<file path="src/rtl/rom_arbiter_if.sv">
// rtl/rom_arbiter_if.sv - requester/ROM bus bundle for the three-way ROM arbiter
// Purpose : groups the requester handshake and the ROM port into one bundle.
// Signals : req/addr (requests in), gnt/rvalid/rdata (grants and read data out),
//           rom_en/rom_addr (ROM command out), rom_data (ROM read data in).
// Modports: slave  - arbiter side
//           master - environment side (requesters plus ROM)
interface rom_arbiter_if #(
    parameter int ADDR_W = 12,
    parameter int DATA_W = 12
);
    logic [2:0]          req;
    logic [3*ADDR_W-1:0] addr;
    logic [2:0]          gnt;
    logic [2:0]          rvalid;
    logic [DATA_W-1:0]   rdata;
    logic                rom_en;
    logic [ADDR_W-1:0]   rom_addr;
    logic [DATA_W-1:0]   rom_data;

    modport slave (
        input  req, addr, rom_data,
        output gnt, rvalid, rdata, rom_en, rom_addr
    );

    modport master (
        output req, addr, rom_data,
        input  gnt, rvalid, rdata, rom_en, rom_addr
    );
endinterface

</file>
<file path="src/rtl/rom_arbiter.sv">
// rtl/rom_arbiter.sv - round-robin arbiter sharing one ROM read port among three requesters
// Purpose : picks at most one requester per cycle in round-robin order, issues the
//           ROM read, and returns the read data tagged with the winner ROM_LAT
//           cycles later.
// Ports   : clk - rising-edge clock
//           rst - asynchronous active-high reset
//           bus - rom_arbiter_if.slave (req/addr in, gnt/rvalid/rdata out,
//                 rom_en/rom_addr out, rom_data in)
module rom_arbiter #(
    parameter int ADDR_W  = 12,
    parameter int DATA_W  = 12,
    parameter int ROM_LAT = 1
) (
    input  logic          clk,
    input  logic          rst,
    rom_arbiter_if.slave  bus
);

    logic [1:0]              last_q, last_d;
    logic [2:0]              gnt_q, gnt_d;
    logic                    rom_en_q, rom_en_d;
    logic [ADDR_W-1:0]       rom_addr_q, rom_addr_d;
    // One one-hot tag per ROM pipeline stage; the last stage lines up with rom_data.
    logic [ROM_LAT-1:0][2:0] tag_q;

    function automatic logic [1:0] inc3(input logic [1:0] v);
        return (v == 2'd2) ? 2'd0 : v + 2'd1;
    endfunction

    // Search starts one past the last winner and wraps; first requester found wins.
    always_comb begin
        logic [1:0] idx;
        logic       found;
        gnt_d      = '0;
        last_d     = last_q;
        rom_addr_d = rom_addr_q;
        found      = 1'b0;
        idx        = inc3(last_q);
        for (int k = 0; k < 3; k++) begin
            if (!found && bus.req[idx]) begin
                found      = 1'b1;
                gnt_d[idx] = 1'b1;
                last_d     = idx;
                rom_addr_d = bus.addr[idx*ADDR_W +: ADDR_W];
            end
            idx = inc3(idx);
        end
        rom_en_d = found;
    end

    always_ff @(posedge clk or posedge rst) begin
        if (rst) begin
            last_q     <= 2'd2;
            gnt_q      <= '0;
            rom_en_q   <= 1'b0;
            rom_addr_q <= '0;
            tag_q      <= '0;
        end else begin
            last_q     <= last_d;
            gnt_q      <= gnt_d;
            rom_en_q   <= rom_en_d;
            rom_addr_q <= rom_addr_d;
            tag_q[0]   <= gnt_q;
            for (int s = ROM_LAT - 1; s > 0; s--) begin
                tag_q[s] <= tag_q[s-1];
            end
        end
    end

    assign bus.gnt      = gnt_q;
    assign bus.rom_en   = rom_en_q;
    assign bus.rom_addr = rom_addr_q;
    assign bus.rvalid   = tag_q[ROM_LAT-1];
    // Data passes straight through from the ROM; forced to zero when no tag is valid
    // so rdata is clean during reset and idle cycles.
    assign bus.rdata    = (|tag_q[ROM_LAT-1]) ? bus.rom_data : '0;

endmodule

</file>
<file path="src/flat_wrapper.sv">
// flat-port wrapper written by rule: the top's interface ports become plain ports
module rom_arbiter_flat 
#(
    parameter int ADDR_W  = 12,
    parameter int DATA_W  = 12,
    parameter int ROM_LAT = 1
)
  (clk, rst, bus_req, bus_addr, bus_rom_data, bus_gnt, bus_rvalid, bus_rdata, bus_rom_en, bus_rom_addr);
  rom_arbiter_if #(.ADDR_W(ADDR_W), .DATA_W(DATA_W)) bus_i ();
  input  logic clk;
  input  logic rst;
  input wire logic [$bits(bus_i.req)-1:0] bus_req;
  input wire logic [$bits(bus_i.addr)-1:0] bus_addr;
  input wire logic [$bits(bus_i.rom_data)-1:0] bus_rom_data;
  output wire logic [$bits(bus_i.gnt)-1:0] bus_gnt;
  output wire logic [$bits(bus_i.rvalid)-1:0] bus_rvalid;
  output wire logic [$bits(bus_i.rdata)-1:0] bus_rdata;
  output wire logic [$bits(bus_i.rom_en)-1:0] bus_rom_en;
  output wire logic [$bits(bus_i.rom_addr)-1:0] bus_rom_addr;
  assign bus_i.req = bus_req;
  assign bus_i.addr = bus_addr;
  assign bus_i.rom_data = bus_rom_data;
  assign bus_gnt = bus_i.gnt;
  assign bus_rvalid = bus_i.rvalid;
  assign bus_rdata = bus_i.rdata;
  assign bus_rom_en = bus_i.rom_en;
  assign bus_rom_addr = bus_i.rom_addr;
  rom_arbiter #(.ADDR_W(ADDR_W), .DATA_W(DATA_W), .ROM_LAT(ROM_LAT)) u_core (.clk(clk), .rst(rst), .bus(bus_i));
endmodule
</file>
<file path="config.mk">
export PLATFORM = sky130hd
export DESIGN_NAME = rom_arbiter_flat
export DESIGN_NICKNAME = d
export VERILOG_FILES = /design/src/rtl/rom_arbiter_if.sv /design/src/rtl/rom_arbiter.sv /design/src/flat_wrapper.sv
export SDC_FILE = /design/constraint.sdc
export NUM_CORES = 1
export LEC_CHECK = 0
export BUFFER_PORTS_ARGS = -buffer_cell sky130_fd_sc_hd__buf_2
export CAP_MARGIN = 5
export CORE_MARGIN = 5
export CORE_UTILIZATION = 30
export CTS_CLUSTER_SIZE = 16
export DETAILED_ROUTE_END_ITERATION = 10
export SETUP_SLACK_MARGIN = 0.3
export SYNTH_ARGS = -nofsm -noshare
export SYNTH_HDL_FRONTEND = slang
export SYNTH_SLANG_ARGS = --single-unit
</file>
<file path="constraint.sdc">
create_clock -name clk -period 5.2 [get_ports clk]
set_clock_uncertainty 0.1 [all_clocks]
set_input_delay 0.26 -clock clk [delete_from_list [all_inputs] [get_ports clk]]
set_output_delay 0.26 -clock clk [all_outputs]
set_load 0.01 [all_outputs]
</file>
==> Yosys cells after proc, flatten, opt, wreduce, memory -nomap -nowiden <==
Index checks and enable logic that the tools add are counted.
{ "op_classes": {"addsub": 3, "n_mul": 3, "div": 0, "order_cmp": 6, "n_eq_ne": 3, "shifts": 3, "n_mux": 28, "bitwise": 2, "n_reduce_logical": 9} }
{ "ops": {"columns": ["operator", "n"], "rows": [
  ["$shiftx 36x7->12", 3],
  ["$mux 12", 4],
  ["$mul 2x2->4 const B", 3],
  ["$mux 2", 6],
  ["$lt 2x3->1 const B", 3],
  ["$mux 1", 9],
  ["$mux 3", 3],
  ["$add 2x1->2 const B", 3],
  ["$bmux 1 s2", 3],
  ["$demux 1 s2", 3],
  ["$eq 2x2->1 const B", 3],
  ["$ge 2x1->1 const B", 3],
  ["$or 3x3->3", 2],
  ["$logic_and 1x1->1", 5],
  ["$reduce_bool 3->1", 1],
  ["$reduce_or 3->1", 1],
  ["$logic_not 1->1", 2]
]} }
{ "word_totals": {"regBits": 21, "latch_bits": 0, "ram_bits": 0, "rom_bits": 0, "input_bits": 53, "memories": 0} }

==> Depth between registers and ports, before layout <==
{ "logic_depth": {"ltp_word": 12, "depth_mapped": 7} }

==> Worst setup path after synthesis <==
OpenSTA, ideal clock, no wires.
{ "synth_path": {"path_type": "register to register", "from": "register u_core.last_q[1]", "to": "register u_core.rom_addr_q[11] (netlist: u_core.bus.rom_addr[11])", "setup_time_ps": 123, "t_arrival_ps": 1576, "setup_slack_ps": 3402, "path_stages_with_launch": 7, "n_path_buf": 1, "period_less_slack_ps": 1798, "path_cell_list": "dfstp_2 > nand2b_2 > a32oi_1 > buf_2 > a221o_1 > a221oi_2 > nor2_1"} }
{ "synth_via": {"elab_chain_cells": 11} }
{ "synth_rtl": {"columns": ["item", "line_no", "source"], "rows": [
  ["start: declaration", "rom_arbiter.sv:19", "logic [1:0] last_q, last_d;"],
  ["start signal: assignment", "rom_arbiter.sv:59", "last_q <= last_d;"],
  ["$add 2x1->2 or $eq 2x2->1 (tied branches)", "rom_arbiter.sv:27", "return (v == 2'd2) ? 2'd0 : v + 2'd1;"],
  ["$mux 2 (*)", "rom_arbiter.sv:27", null],
  ["parallel branches: the longest is 9 deep, another holds $mul 2x2->4", null, null],
  ["end signal: assignment", "rom_arbiter.sv:62", "rom_addr_q <= rom_addr_d;"],
  ["end: declaration", "rom_arbiter.sv:22", "logic [ADDR_W-1:0] rom_addr_q, rom_addr_d;"]
]} }
Mark *: on every way between the ends. The select of a mux whose other input is x is not followed.
A chain may end at the register's enable or synchronous reset.

==> Worst setup path in the final report <==
{ "layout_path": {"from": "register u_core.last_q[0]", "to": "register u_core.rom_addr_q[5] (netlist: u_core.bus.rom_addr[5])"} }
The elaborated chain is that of the path after synthesis.

==> results.yml <==
outcome:
  status: "finished clean"
critical_path:
  endpoint_kind: "register"
  worst_ep_arrival_time_ns: 2.38
  r2r-end: "u_core.bus.rom_addr[5]"
  critPathBufInv: 0
  cp.required_ns: 5.24
  critical_path.max_stage_delay_ns: 0.54
  critPathTopFamily: "compound AO/OA/AOI/OAI gates"
  critPathSlowestCell: "nor2_1"
  crit_top_cell: "nor2_1"
  worstReg2RegStart: "u_core.last_q[0]"
  cp_max_fo: 15
  r2r_slack_ns: 2.85
  worstRegToRegCells: 5
  critPathKind: "register to register"
  crit_chain: "nor2_1, a32oi_1, a221o_1, a221oi_2, nor2_1"
  cp-start-kind: "register"
placed_design:
  port_buffers: 83
  dpl_worst_slack_ns: 2.850
  dp_cells: 257
  dpl_cell_area_mm2: 0.001707
  gp_congestion: 0.7146
  dp.final_hpwl_mm: 2.899
finish:
  area_delta_synth_final_pct: 39.13
  fin_nets: 265
  stdcell_count: 261
  drive_gt1_share_pct: 48.82
  diodes: 0
  final.fill_count: 398
  regArea_um2: 526.8
  design_area_mm2: 0.001753
  post-route-util_pct: 43.51
  multiInputGateArea_um2: 671.9
synth:
  synth.most_common_cell: "nor2_1"
  ys_async_sr_fraction_pct: 100.0
  synthDistinctLibCells: 23
  synth_seq_cells: 21
  synth_area_leaders: "dfrtp_1 40%, a221oi_2 12%, a221o_1 9.5%"
  synth_edf_count: 0
  synth_top_area_cell: "dfrtp_1"
  netlist_area_mm2: 0.001260
  yosysTopAreaCellShare_pct: 39.72
  avgSynthCellArea_um2: 9.545
  ys.flop_type: "dfrtp_1"
  syn_inst: 132
  synth.top_cells.by_count: "31 x nor2_1, 20 x dfrtp_1, 14 x nor2b_1"
  yosys_warnings: 0
  ys_seq_area_share_pct: 41.81
  syn_nets: 185
worst_hold_path:
  hold_path_class: "input pin to async pin"
timing:
  tightest_slew_ns: 1.119
  final.min_clock_period_ns: 2.346
  slew_headroom_pct: 24.85
  max_freq_mhz: 426.3
  finalHoldViolCount: 0
  setup_ws_ns: 2.854
  min_period_over_period_pct: 45.11
  finalSetupViolCount: 0
  rsz0062_at_grt: "false"
  tns_ns: 0
  final_max_slew_viol_count: 0
  finalHoldWorstSlack_ns: 0.04189
clocking:
  post_cts_buffers: 0
  ctsHtreeMaxLevel: 1
  clockRootBuffer: "clkbuf_8"
  clock-sinks: 21
  clk_pin_slew_worst_paths_ns: 0.08
  cts_resized: 0
  cts_buffer_depth: 2
  clock_latency_ns: 0.25
  cts_tree: "done"
  cts_hold_buf: 0
  cts_buffers: 3
detailed_routing:
  via_per_inst: 4.870
  drt-initial-drc-count: 32
  drtAntennaViolNets: 0
  totalWireLength_mm: 3.579
  vias: 1271
  avgRoutedWirePerCell_um: 13.71
  drt-pass1-iter-count: 4
  drc: 0
die:
  core_mm2: 0.004029
  fp-row-count: 23
  die_h_um: 74.81
  die-width_um: 74.81
  io_pins: 84
  start_util_pct: 31.27
  dieArea_mm2: 0.005596
grt:
  grt_use_total_pct: 13.08
  grt_max_degree: 22
  grt_pass1_wl_mm: 5.658
  grt_pass1_vias: 1239
  antenna_found_initial: 0
  grt_overflow: 0
power_and_ir_drop:
  p_per_area_mw_per_mm2: 299.7
  p_total_mw: 0.5254
  internal_power_mw: 0.3430
  power_switching_mw: 0.1824
  share_comb_of_total_power_pct: 40.0
  swShare_pct: 34.72
  ir_drop_v: 0.0001191
  p_leak_nw: 0.9099
  clkPwrFrac_pct: 19.7
  p_seq_share_pct: 40.3
flow_run:
  drv_cap: 0
-- area by class of cell --
class,instances,area share (%)
inverter,4,0.8565
sequential,21,30.05
multi-input combinational,97,38.33
tap,50,3.569
timing repair buffer,85,24.55
clock buffer,3,2.355
clock inverter,1,0.2855
-- state kept, by name, indices dropped and copies added (netlist names) --
signal,cells
u_core.bus.gnt,3
u_core.bus.rom_en,1
u_core.bus.rvalid,3
u_core.bus.rom_addr,12
u_core.last_q,2
-- layout by cell type, fill, tap and decap left out, types with 2 or more instances in the layout --
| cell type | Yosys | final |
|---|---|---|
| buf_4 | 0 | 2 |
| a221oi_1 | 2 | 2 |
| nand2_1 | 2 | 2 |
| nor2b_1 | 14 | 14 |
| o21ai_0 | 4 | 4 |
| buf_2 | 5 | 83 |
| clkbuf_8 | 0 | 3 |
| dfrtp_1 | 20 | 20 |
| nor2_1 | 31 | 31 |
| inv_1 | 4 | 4 |
| and3_1 | 12 | 12 |
| a221o_1 | 12 | 12 |
| a221oi_2 | 10 | 10 |
-- power groups by stage --
stage               sequential, mW  clock, mW  combinational (mW)
finish                       0.212      0.103               0.210
global route                 0.216      0.116               0.232
CTS                          0.213      0.109               0.212
detailed placement           0.216          0               0.212
global placement             0.215          0               0.212
floorplan                    0.227          0               0.120
-- per-layer routing --
metal	up-vias	routed length, um	global-route usage [%]	share of wire [%]
met1	554	1614	17.22	45
met3	4	361	2.537	10
met4	0	28	5.336	0.78
met2	66	1574	21.07	44
li1	647	-	-	-
met5	-	0	0	0
-- cell families after synthesis --
family | synth area share (%)
AOI/OAI and AO/OA | 27.81
buffers and inverters | 5.262
DFF | 41.81
and+or+nand+nor | 25.12
-- how the worst max path moves through the flow --
stage                                          to  cells after the start             start  slack [ns]
after floorplan           u_core.bus.rom_addr[11]                      6  u_core.last_q[1]        3.40
after global placement    u_core.bus.rom_addr[10]                      6        bus_req[2]        2.88
after detailed placement  u_core.bus.rom_addr[10]                      6        bus_req[2]        2.85
after CTS                 u_core.bus.rom_addr[10]                      5  u_core.last_q[0]        2.86
after global routing       u_core.bus.rom_addr[9]                      5  u_core.last_q[0]        2.63
final                      u_core.bus.rom_addr[5]                      5  u_core.last_q[0]        2.85
No activity file was read; power rests on OpenSTA's default activity.
